===== src/rtl/mem_pkg.sv =====
// Shared definitions for the MEM-stage data-memory access unit.
// funct3 encodings, FSM states and the store byte-mask helper.
package mem_pkg;

    localparam logic [2:0] F3_B  = 3'b000;
    localparam logic [2:0] F3_H  = 3'b001;
    localparam logic [2:0] F3_W  = 3'b010;
    localparam logic [2:0] F3_D  = 3'b011;
    localparam logic [2:0] F3_BU = 3'b100;
    localparam logic [2:0] F3_HU = 3'b101;
    localparam logic [2:0] F3_WU = 3'b110;

    typedef enum logic [1:0] {
        IDLE,
        WAIT,
        DONE
    } state_t;

    function automatic logic [7:0] size_mask(input logic [2:0] f3);
        logic [7:0] m;
        case (f3[1:0])
            2'b00:   m = 8'h01;
            2'b01:   m = 8'h03;
            2'b10:   m = 8'h0F;
            default: m = 8'hFF;
        endcase
        return m;
    endfunction

endpackage


===== src/rtl/mem_access_unit_load_extend.sv =====
// Load-data alignment and sign/zero extension.
// Shared by the MEM stage and any future cache read path.
module load_extend
    import mem_pkg::*;
#(
    parameter int XLEN = 64
) (
    input  logic [XLEN-1:0] rdata,
    input  logic [2:0]      offset,
    input  logic [2:0]      funct3,
    output logic [XLEN-1:0] result
);

    logic [XLEN-1:0] sh;

    assign sh = rdata >> {offset, 3'b000};

    always_comb begin
        result = sh;
        case (funct3)
            F3_B:    result = {{(XLEN-8){sh[7]}}, sh[7:0]};
            F3_H:    result = {{(XLEN-16){sh[15]}}, sh[15:0]};
            F3_W:    result = {{(XLEN-32){sh[31]}}, sh[31:0]};
            F3_BU:   result = {{(XLEN-8){1'b0}}, sh[7:0]};
            F3_HU:   result = {{(XLEN-16){1'b0}}, sh[15:0]};
            F3_WU:   result = {{(XLEN-32){1'b0}}, sh[31:0]};
            default: result = sh;
        endcase
    end

endmodule


===== src/rtl/mem_access_unit.sv =====
// MEM-stage data-memory access unit: req/ack handshake, store lane
// placement and masks, load alignment/extension, pipeline stall.
module mem_access_unit
    import mem_pkg::*;
#(
    parameter int XLEN   = 64,
    parameter int MASK_W = 8
) (
    input  logic              clk,
    input  logic              rst,
    input  logic              in_valid,
    input  logic              flush,
    input  logic              mem_re,
    input  logic              mem_we,
    input  logic [2:0]        funct3,
    input  logic [XLEN-1:0]   addr,
    input  logic [XLEN-1:0]   wdata,
    output logic              dmem_req,
    output logic              dmem_we,
    output logic [XLEN-1:0]   dmem_addr,
    output logic [XLEN-1:0]   dmem_wdata,
    output logic [MASK_W-1:0] dmem_wmask,
    input  logic              dmem_ack,
    input  logic [XLEN-1:0]   dmem_rdata,
    output logic [XLEN-1:0]   load_data,
    output logic              done,
    output logic              stall,
    output logic              err
);

    state_t          state;
    state_t          state_nx;
    logic [2:0]      off_q;
    logic [2:0]      f3_q;
    logic            load_q;
    logic            killed;
    logic            access;
    logic            misal;
    logic            illegal;
    logic            accept;
    logic            kill_now;
    logic [XLEN-1:0] ext;

    assign access = in_valid & (mem_re | mem_we) & ~flush;

    always_comb begin
        misal = 1'b0;
        case (funct3[1:0])
            2'b01:   misal = addr[0];
            2'b10:   misal = |addr[1:0];
            2'b11:   misal = |addr[2:0];
            default: misal = 1'b0;
        endcase
    end

    assign illegal = (mem_we & funct3[2])
                   | (mem_re & (funct3 == 3'b111))
                   | (mem_re & mem_we);
    assign err      = access & (misal | illegal);
    assign accept   = access & ~err;
    assign stall    = accept & (state != DONE) & ~killed;
    // A flush in the ack cycle kills the access just like an earlier one.
    assign kill_now = killed | flush;

    load_extend #(.XLEN(XLEN)) u_ext (
        .rdata  (dmem_rdata),
        .offset (off_q),
        .funct3 (f3_q),
        .result (ext)
    );

    always_ff @(posedge clk or posedge rst) begin
        if (rst) state <= IDLE;
        else     state <= state_nx;
    end

    always_comb begin
        state_nx = state;
        case (state)
            IDLE:    if (accept) state_nx = WAIT;
            WAIT:    if (dmem_ack) state_nx = kill_now ? IDLE : DONE;
            DONE:    state_nx = IDLE;
            default: state_nx = IDLE;
        endcase
    end

    always_ff @(posedge clk or posedge rst) begin
        if (rst) begin
            dmem_req   <= 1'b0;
            dmem_we    <= 1'b0;
            dmem_addr  <= '0;
            dmem_wdata <= '0;
            dmem_wmask <= '0;
            load_data  <= '0;
            done       <= 1'b0;
            off_q      <= '0;
            f3_q       <= '0;
            load_q     <= 1'b0;
            killed     <= 1'b0;
        end else begin
            done <= 1'b0;
            case (state)
                IDLE: begin
                    if (accept) begin
                        dmem_req  <= 1'b1;
                        dmem_we   <= mem_we;
                        dmem_addr <= {addr[XLEN-1:3], 3'b000};
                        off_q     <= addr[2:0];
                        f3_q      <= funct3;
                        load_q    <= mem_re;
                        killed    <= 1'b0;
                        if (mem_we) begin
                            dmem_wdata <= wdata << {addr[2:0], 3'b000};
                            dmem_wmask <= MASK_W'(size_mask(funct3) << addr[2:0]);
                        end else begin
                            dmem_wmask <= '0;
                        end
                    end
                end
                WAIT: begin
                    if (flush) killed <= 1'b1;
                    if (dmem_ack) begin
                        dmem_req <= 1'b0;
                        killed   <= 1'b0;
                        if (!kill_now) begin
                            done <= 1'b1;
                            if (load_q) load_data <= ext;
                        end
                    end
                end
                default: ;
            endcase
        end
    end

endmodule


===== config.mk =====
export PLATFORM = sky130hd
export DESIGN_NAME = mem_access_unit
export DESIGN_NICKNAME = d
export VERILOG_FILES = /design/src/rtl/mem_pkg.sv /design/src/rtl/mem_access_unit_load_extend.sv /design/src/rtl/mem_access_unit.sv
export SDC_FILE = /design/constraint.sdc
export NUM_CORES = 1
export LEC_CHECK = 0
export ABC_AREA = 1
export ABC_CLOCK_PERIOD_IN_PS = 18800
export CAP_MARGIN = 10
export CELL_PAD_IN_SITES_DETAIL_PLACEMENT = 0
export CELL_PAD_IN_SITES_GLOBAL_PLACEMENT = 2
export CORE_ASPECT_RATIO = 0.6
export CORE_MARGIN = 4
export CORE_UTILIZATION = 37
export DETAILED_ROUTE_END_ITERATION = 12
export DONT_BUFFER_PORTS = 1
export PLACE_DENSITY_LB_ADDON = 0.1
export SLEW_MARGIN = 5
export SYNTH_ARGS = -nofsm -noshare
export SYNTH_HDL_FRONTEND = slang
export SYNTH_HIERARCHICAL = 1
export SYNTH_SLANG_ARGS = --single-unit

===== constraint.sdc =====
create_clock -name clk -period 18.8 [get_ports clk]
set_input_delay 3.76 -clock clk [delete_from_list [all_inputs] [get_ports clk]]
set_output_delay 3.76 -clock clk [all_outputs]
set_load 0.02 [all_outputs]

# Yosys cells after proc, flatten, opt, wreduce, memory -nomap -nowiden
# Index checks and enable logic that the tools add are counted.
# op_classes
n_eq_ne,14
shift,3
n_mux,21
bitwise,18
reduce_logical,12
# op_table
cell,n
$pmux W64 S6,1
$shl A64 B6 Y64,1
$shr A64 B6 Y64,1
$mux W8,4
$pmux W8 S3,1
$eq A3 B3 Y1 const B,4
$and A1 B1 Y1,9
$reduce_and A3 Y1,3
$mux W1,8
$shl A8 B3 Y8,1
$mux W2,3
$ne A2 B2 Y1 const B,3
$or A1 B1 Y1,5
$eq A2 B1 Y1 const B,2
$eq A2 B2 Y1 const B,2
$logic_not A2 Y1,2
$not A1 Y1,4
$pmux W1 S2,2
$pmux W2 S2,1
$reduce_and A2 Y1,2
$reduce_and A4 Y1,1
$eq A3 B1 Y1 const B,1
$eq A3 B2 Y1 const B,1
$logic_not A3 Y1,1
other kinds (5),5
# totals
register_bits,210
in_bits,202
out_inout_bits,205
word_cells,80

# Logic depth before layout (Yosys ltp)
# logic_depth
ltp_word,12
ltp_mapped,13
ltp_nobuf,11

# By module
# Netlist, hierarchy kept.
# by_module_without_submodules
module,instances,cells_each,area_per_inst_um2,seq_area_each_um2
mem_access_unit,1,1303,10025.9,5255.0
load_extend,1,492,2454.9,0.0

# Worst setup path after synthesis
# Ideal clock, no wire load.
# synth_path
kind,input-to-output
start,input addr[0]
end,output stall
arrival_ns,4.960
required_time_ns,15.040
path_slack_ns,10.080
cell_stages,6
path_buffers,1
path_cell_list,buf_2 nor2_4 nand3_1 nand3_2 nand3_4 a211oi_1
# synth_between
elab_chain_cells,8
elab_cells_between_ends,9
classes_between,mux: 1; bitwise: 6; reduce/logical: 2
# synth_rtl
element,line_no,rtl
from (decl),mem_access_unit.sv:16,"input logic [XLEN-1:0] addr,"
$reduce_or A3 Y1 or $reduce_or A2 Y1 (tied branches),"mem_access_unit.sv:51, mem_access_unit.sv:50",
$pmux W1 S3 *,mem_access_unit.sv:48,case (funct3[1:0])
$or A1 B1 Y1 *,mem_access_unit.sv:59,assign err = access & (misal | illegal);
$and A1 B1 Y1 *,mem_access_unit.sv:59,
$not A1 Y1 *,mem_access_unit.sv:60,assign accept = access & ~err;
$and A1 B1 Y1 *,mem_access_unit.sv:60,
$and A1 B1 Y1 * (2 in series),mem_access_unit.sv:61,assign stall = accept & (state != DONE) & ~killed;
to (decl),mem_access_unit.sv:27,"output logic stall,"
# Mark *: on every way between the ends. The rest lies on a longest branch, timed or not.

# Worst setup path after layout
# layout_path
start,input addr[2]
end,output stall
# layout_between
elab_chain_cells,8
# layout_rtl
element,line_no,rtl
$reduce_or A3 Y1,mem_access_unit.sv:51,2'b11: misal = |addr[2:0];
$pmux W1 S3,mem_access_unit.sv:48,
$or A1 B1 Y1,mem_access_unit.sv:59,
$and A1 B1 Y1,mem_access_unit.sv:59,
$not A1 Y1,mem_access_unit.sv:60,
$and A1 B1 Y1,mem_access_unit.sv:60,
$and A1 B1 Y1 (2 in series),mem_access_unit.sv:61,
# Every way passes these cells.

==> summary.txt <==
outcome: finished, final reports clean
mean routed wirelength per cell: 22.51 um
DRC marker count from the first detailed-route iteration: 1083
Worst-Skew Late Latency: 0.55 ns
mapped cell area: 0.01248 mm2
TritonRoute pass-1 iters: 5
Post-synth top flop: dfrtp_1
Clock Path Buffers: 3
Worst Reg2Reg Path Length in Cells: 12
PwrDens: 139.5 mW/mm2
P_sw: 0.0008327 W
Max Fclk: 107.3 MHz
min cycle time layout: 9.323 ns
max incr delay on CP: 0.70 ns
post-synthesis register bit count: 210
Final Cell Area: 0.01328 mm2
Int Pwr: 0.001019 W
maxcap violations: 0
Antenna Nets Post-Route: 0
clk slew on worst S/H paths: 0.06 ns
Multi-input gate area: 0.006261 mm2
final period utilization: 0.4959
Clk pwr share: 0.274
WS Path Type: in -> out
FF+latch area: 0.005258 mm2
Arr. time, crit path: 5.56 ns
startpoint types: primary input
Setup TNS: 0 ns
Yosys top cell area share: 0.4211
share of cells above drive strength 1: 0.06527
layout net count: 1902
Worst Path Required: 15.04 ns
grt total ovfl: 0
die area: 0.03683 mm2
Setup Buffers After CTS: 0
post-synthesis sequential area ratio: 0.4211
max_slew headroom: 0.3284
post-place instance area: 0.01243 mm2
clock sinks: 210
peak supply drop: 0.06635 mV
Logic pwr share: 0.261
Area contributors post-synth: dfrtp_1 42%, nand2_1 25%, nand3_1 8.4%, o21ai_0 4.5%, o211ai_1 2.6%
num ports: 407
vias in the first global route: 11.38k
routability cong.: 0.8744
# DRC: 0
Vias/cell: 5.383
Hold WC Path Type: reg -> reg
Worst Max-Slew Pin Slew: 1.002 ns
floorplan core area: 0.03286 mm2
first-pass GRT wire length: 73560 um
PortBufs: 0
Final setup viols: 0
Post-synth EDFFs: 0
Area Overhead vs Synth: 6.406%
cts bufs inserted: 24
worst-path fanout max: 51
switch share: 0.4496
Worst path depth: 5
htree depth: 1
via count: 11.66k
hold_buf cts: 0
RSZ-0062 raised after global routing: no
Async SR Flop Fraction: 1.000
Overall Global Routing Usage: 0.2593
largest net degree at the start of global routing: 89
sequential power share: 0.465
CTS resizes: 0
die width: 245.1 um
depth of the worst hold-timing path: 2
initial antenna violation count: 0
syn avg cell area: 6.953 um2
Final Skew: 0.02299 ns
Die Ht: 150.3 um
CP endpoint kind: primary output
post-synthesis cell type count: 42
Cells after Synth: 1795
Fin. Hold Viols: 0
count of pins over their slew limit: 0
final-layout fill cell count: 3521
Largest delay share family, worst path: compound AO/OA/AOI/OAI gates
Crit-path slowest cell: a211oi_1
DP Cell Count: 2124
starting density of the core: 0.3798
Rows: 51
cell taking the most area after synthesis: dfrtp_1
Leak Pwr: 6.911 nW
drt total wl: 48750 um
Buf/Inv on CP: 1
CTS tree: built
hpwl dp: 35440 um
CTS root buffer: clkbuf_16
CP Cell Sequence: inv_2, nand3_1, nand3_2, nand3_4, a211oi_1
non-filler cells, final: 2166
final core utilization: 0.4041
antenna cells: 0
Yosys warnings: 6
[synthesized netlist by cell type, types with 4 or more instances]
| cell type | number |
|---|---|
| nor2_1 | 38 |
| o21ai_1 | 24 |
| nand3_1 | 210 |
| buf_2 | 38 |
| inv_2 | 7 |
| nor3_1 | 4 |
| buf_1 | 7 |
| clkbuf_1 | 62 |
| nand2_2 | 5 |
| or2_2 | 13 |
| nand3_2 | 5 |
| nand4_2 | 10 |
| nand2_1 | 844 |
| dfrtp_1 | 210 |
| nand4_1 | 24 |
| nand3b_1 | 11 |
| buf_6 | 16 |
| o21ai_0 | 113 |
| o211ai_1 | 44 |
| buf_4 | 17 |
| a21oi_1 | 18 |
| inv_1 | 46 |
[power by group through the flow]
stage               registers (W)  logic (W)  clock network, W
finish                   0.000862   0.000482          0.000508
global placement         0.000874   0.000469                 0
global route             0.000878   0.000552          0.000540
floorplan                0.000811   0.000382                 0
detailed placement       0.000871   0.000476                 0
CTS                      0.000867   0.000477          0.000522
[registers in the layout, summed over array words and instances, names as in the netlist, 2 cells and up]
name / count
dmem_wdata: 64
load_data: 64
dmem_addr: 61
dmem_wmask: 8
f3_q: 3
off_q: 3
state: 2
[metal layers]
layer / share of wire / vias up / track usage
li1: - / 5617 / -
met2: 0.41 / 452 / 0.3646
met4: 0.023 / 0 / 0.05158
met5: 0 / - / 0
met1: 0.46 / 5537 / 0.3789
met3: 0.11 / 53 / 0.09950
[cell type report]
| class | instances | area share |
|---|---|---|
| repair buffers | 18 | 0.01018 |
| clock inverters | 14 | 0.01668 |
| clock buffers | 28 | 0.04711 |
| inverters | 55 | 0.01630 |
| well taps | 450 | 0.04240 |
| flip-flops and latches | 210 | 0.3959 |
| multi-input cells | 1391 | 0.4715 |
[cells in the final DEF (no fill, tap or decap), drive strengths merged, types with 4 or more instances in the layout]
cell and count:
o211ai 44, clkbuf 28, nor3 5, nor2 42, nand3b 11, a21oi 18, nand2 851, o21ai 137
dfrtp 210, nand3 216, inv 53, buf 18, nand4 34, or2 15, bufinv 4, clkinv 9
[metrics by stage]
stage / power (W) / worst slack [ns] / hold WS (ns)
2_1_floorplan: 0.001194 / 9.302 / 0.4536
3_3_place_gp: 0.001343 / 9.455 / 0.5052
5_1_grt: 0.001971 / 9.327 / 0.5319
4_1_cts: 0.001866 / 9.467 / 0.5260
6_report: 0.001852 / 9.477 / 0.5175
3_5_place_dp: 0.001347 / 9.468 / 0.5175
[final timing paths]
| kind | startpoint | endpoint | slack (ns) |
|---|---|---|---|
| max | addr[2] | stall | 9.48 |
| min | off_q[2] | off_q[2] | 0.52 |
| max reg2reg | off_q[1] | load_data[18] | 15.54 |
| min reg2reg | off_q[2] | off_q[2] | 0.52 |
| max in group asynchronous | rst | load_q | 14.25 |
| min in group asynchronous | rst | load_data[53] | 3.15 |
[cells by family (layout without fill, tap and decap cells)]
kind of cell / after synthesis / after routing / synth area share
DFF: 210 / 210 / 0.4211
AOI/OAI and AO/OA: 205 / 205 / 0.09213
muxes: 3 / 3 / 0.002406
buffers and inverters: 196 / 115 / 0.07860
other: 1 / 3 / 0.0003005
and+or+nand+nor: 1180 / 1180 / 0.4055
[tightest hold or removal path, cell delays in order, from the launching register on]
cell and delay, ns:
dfrtp_1 0.35, nand2_1 0.06, o21ai_1 0.06
Power figures use the tool's default switching activity.
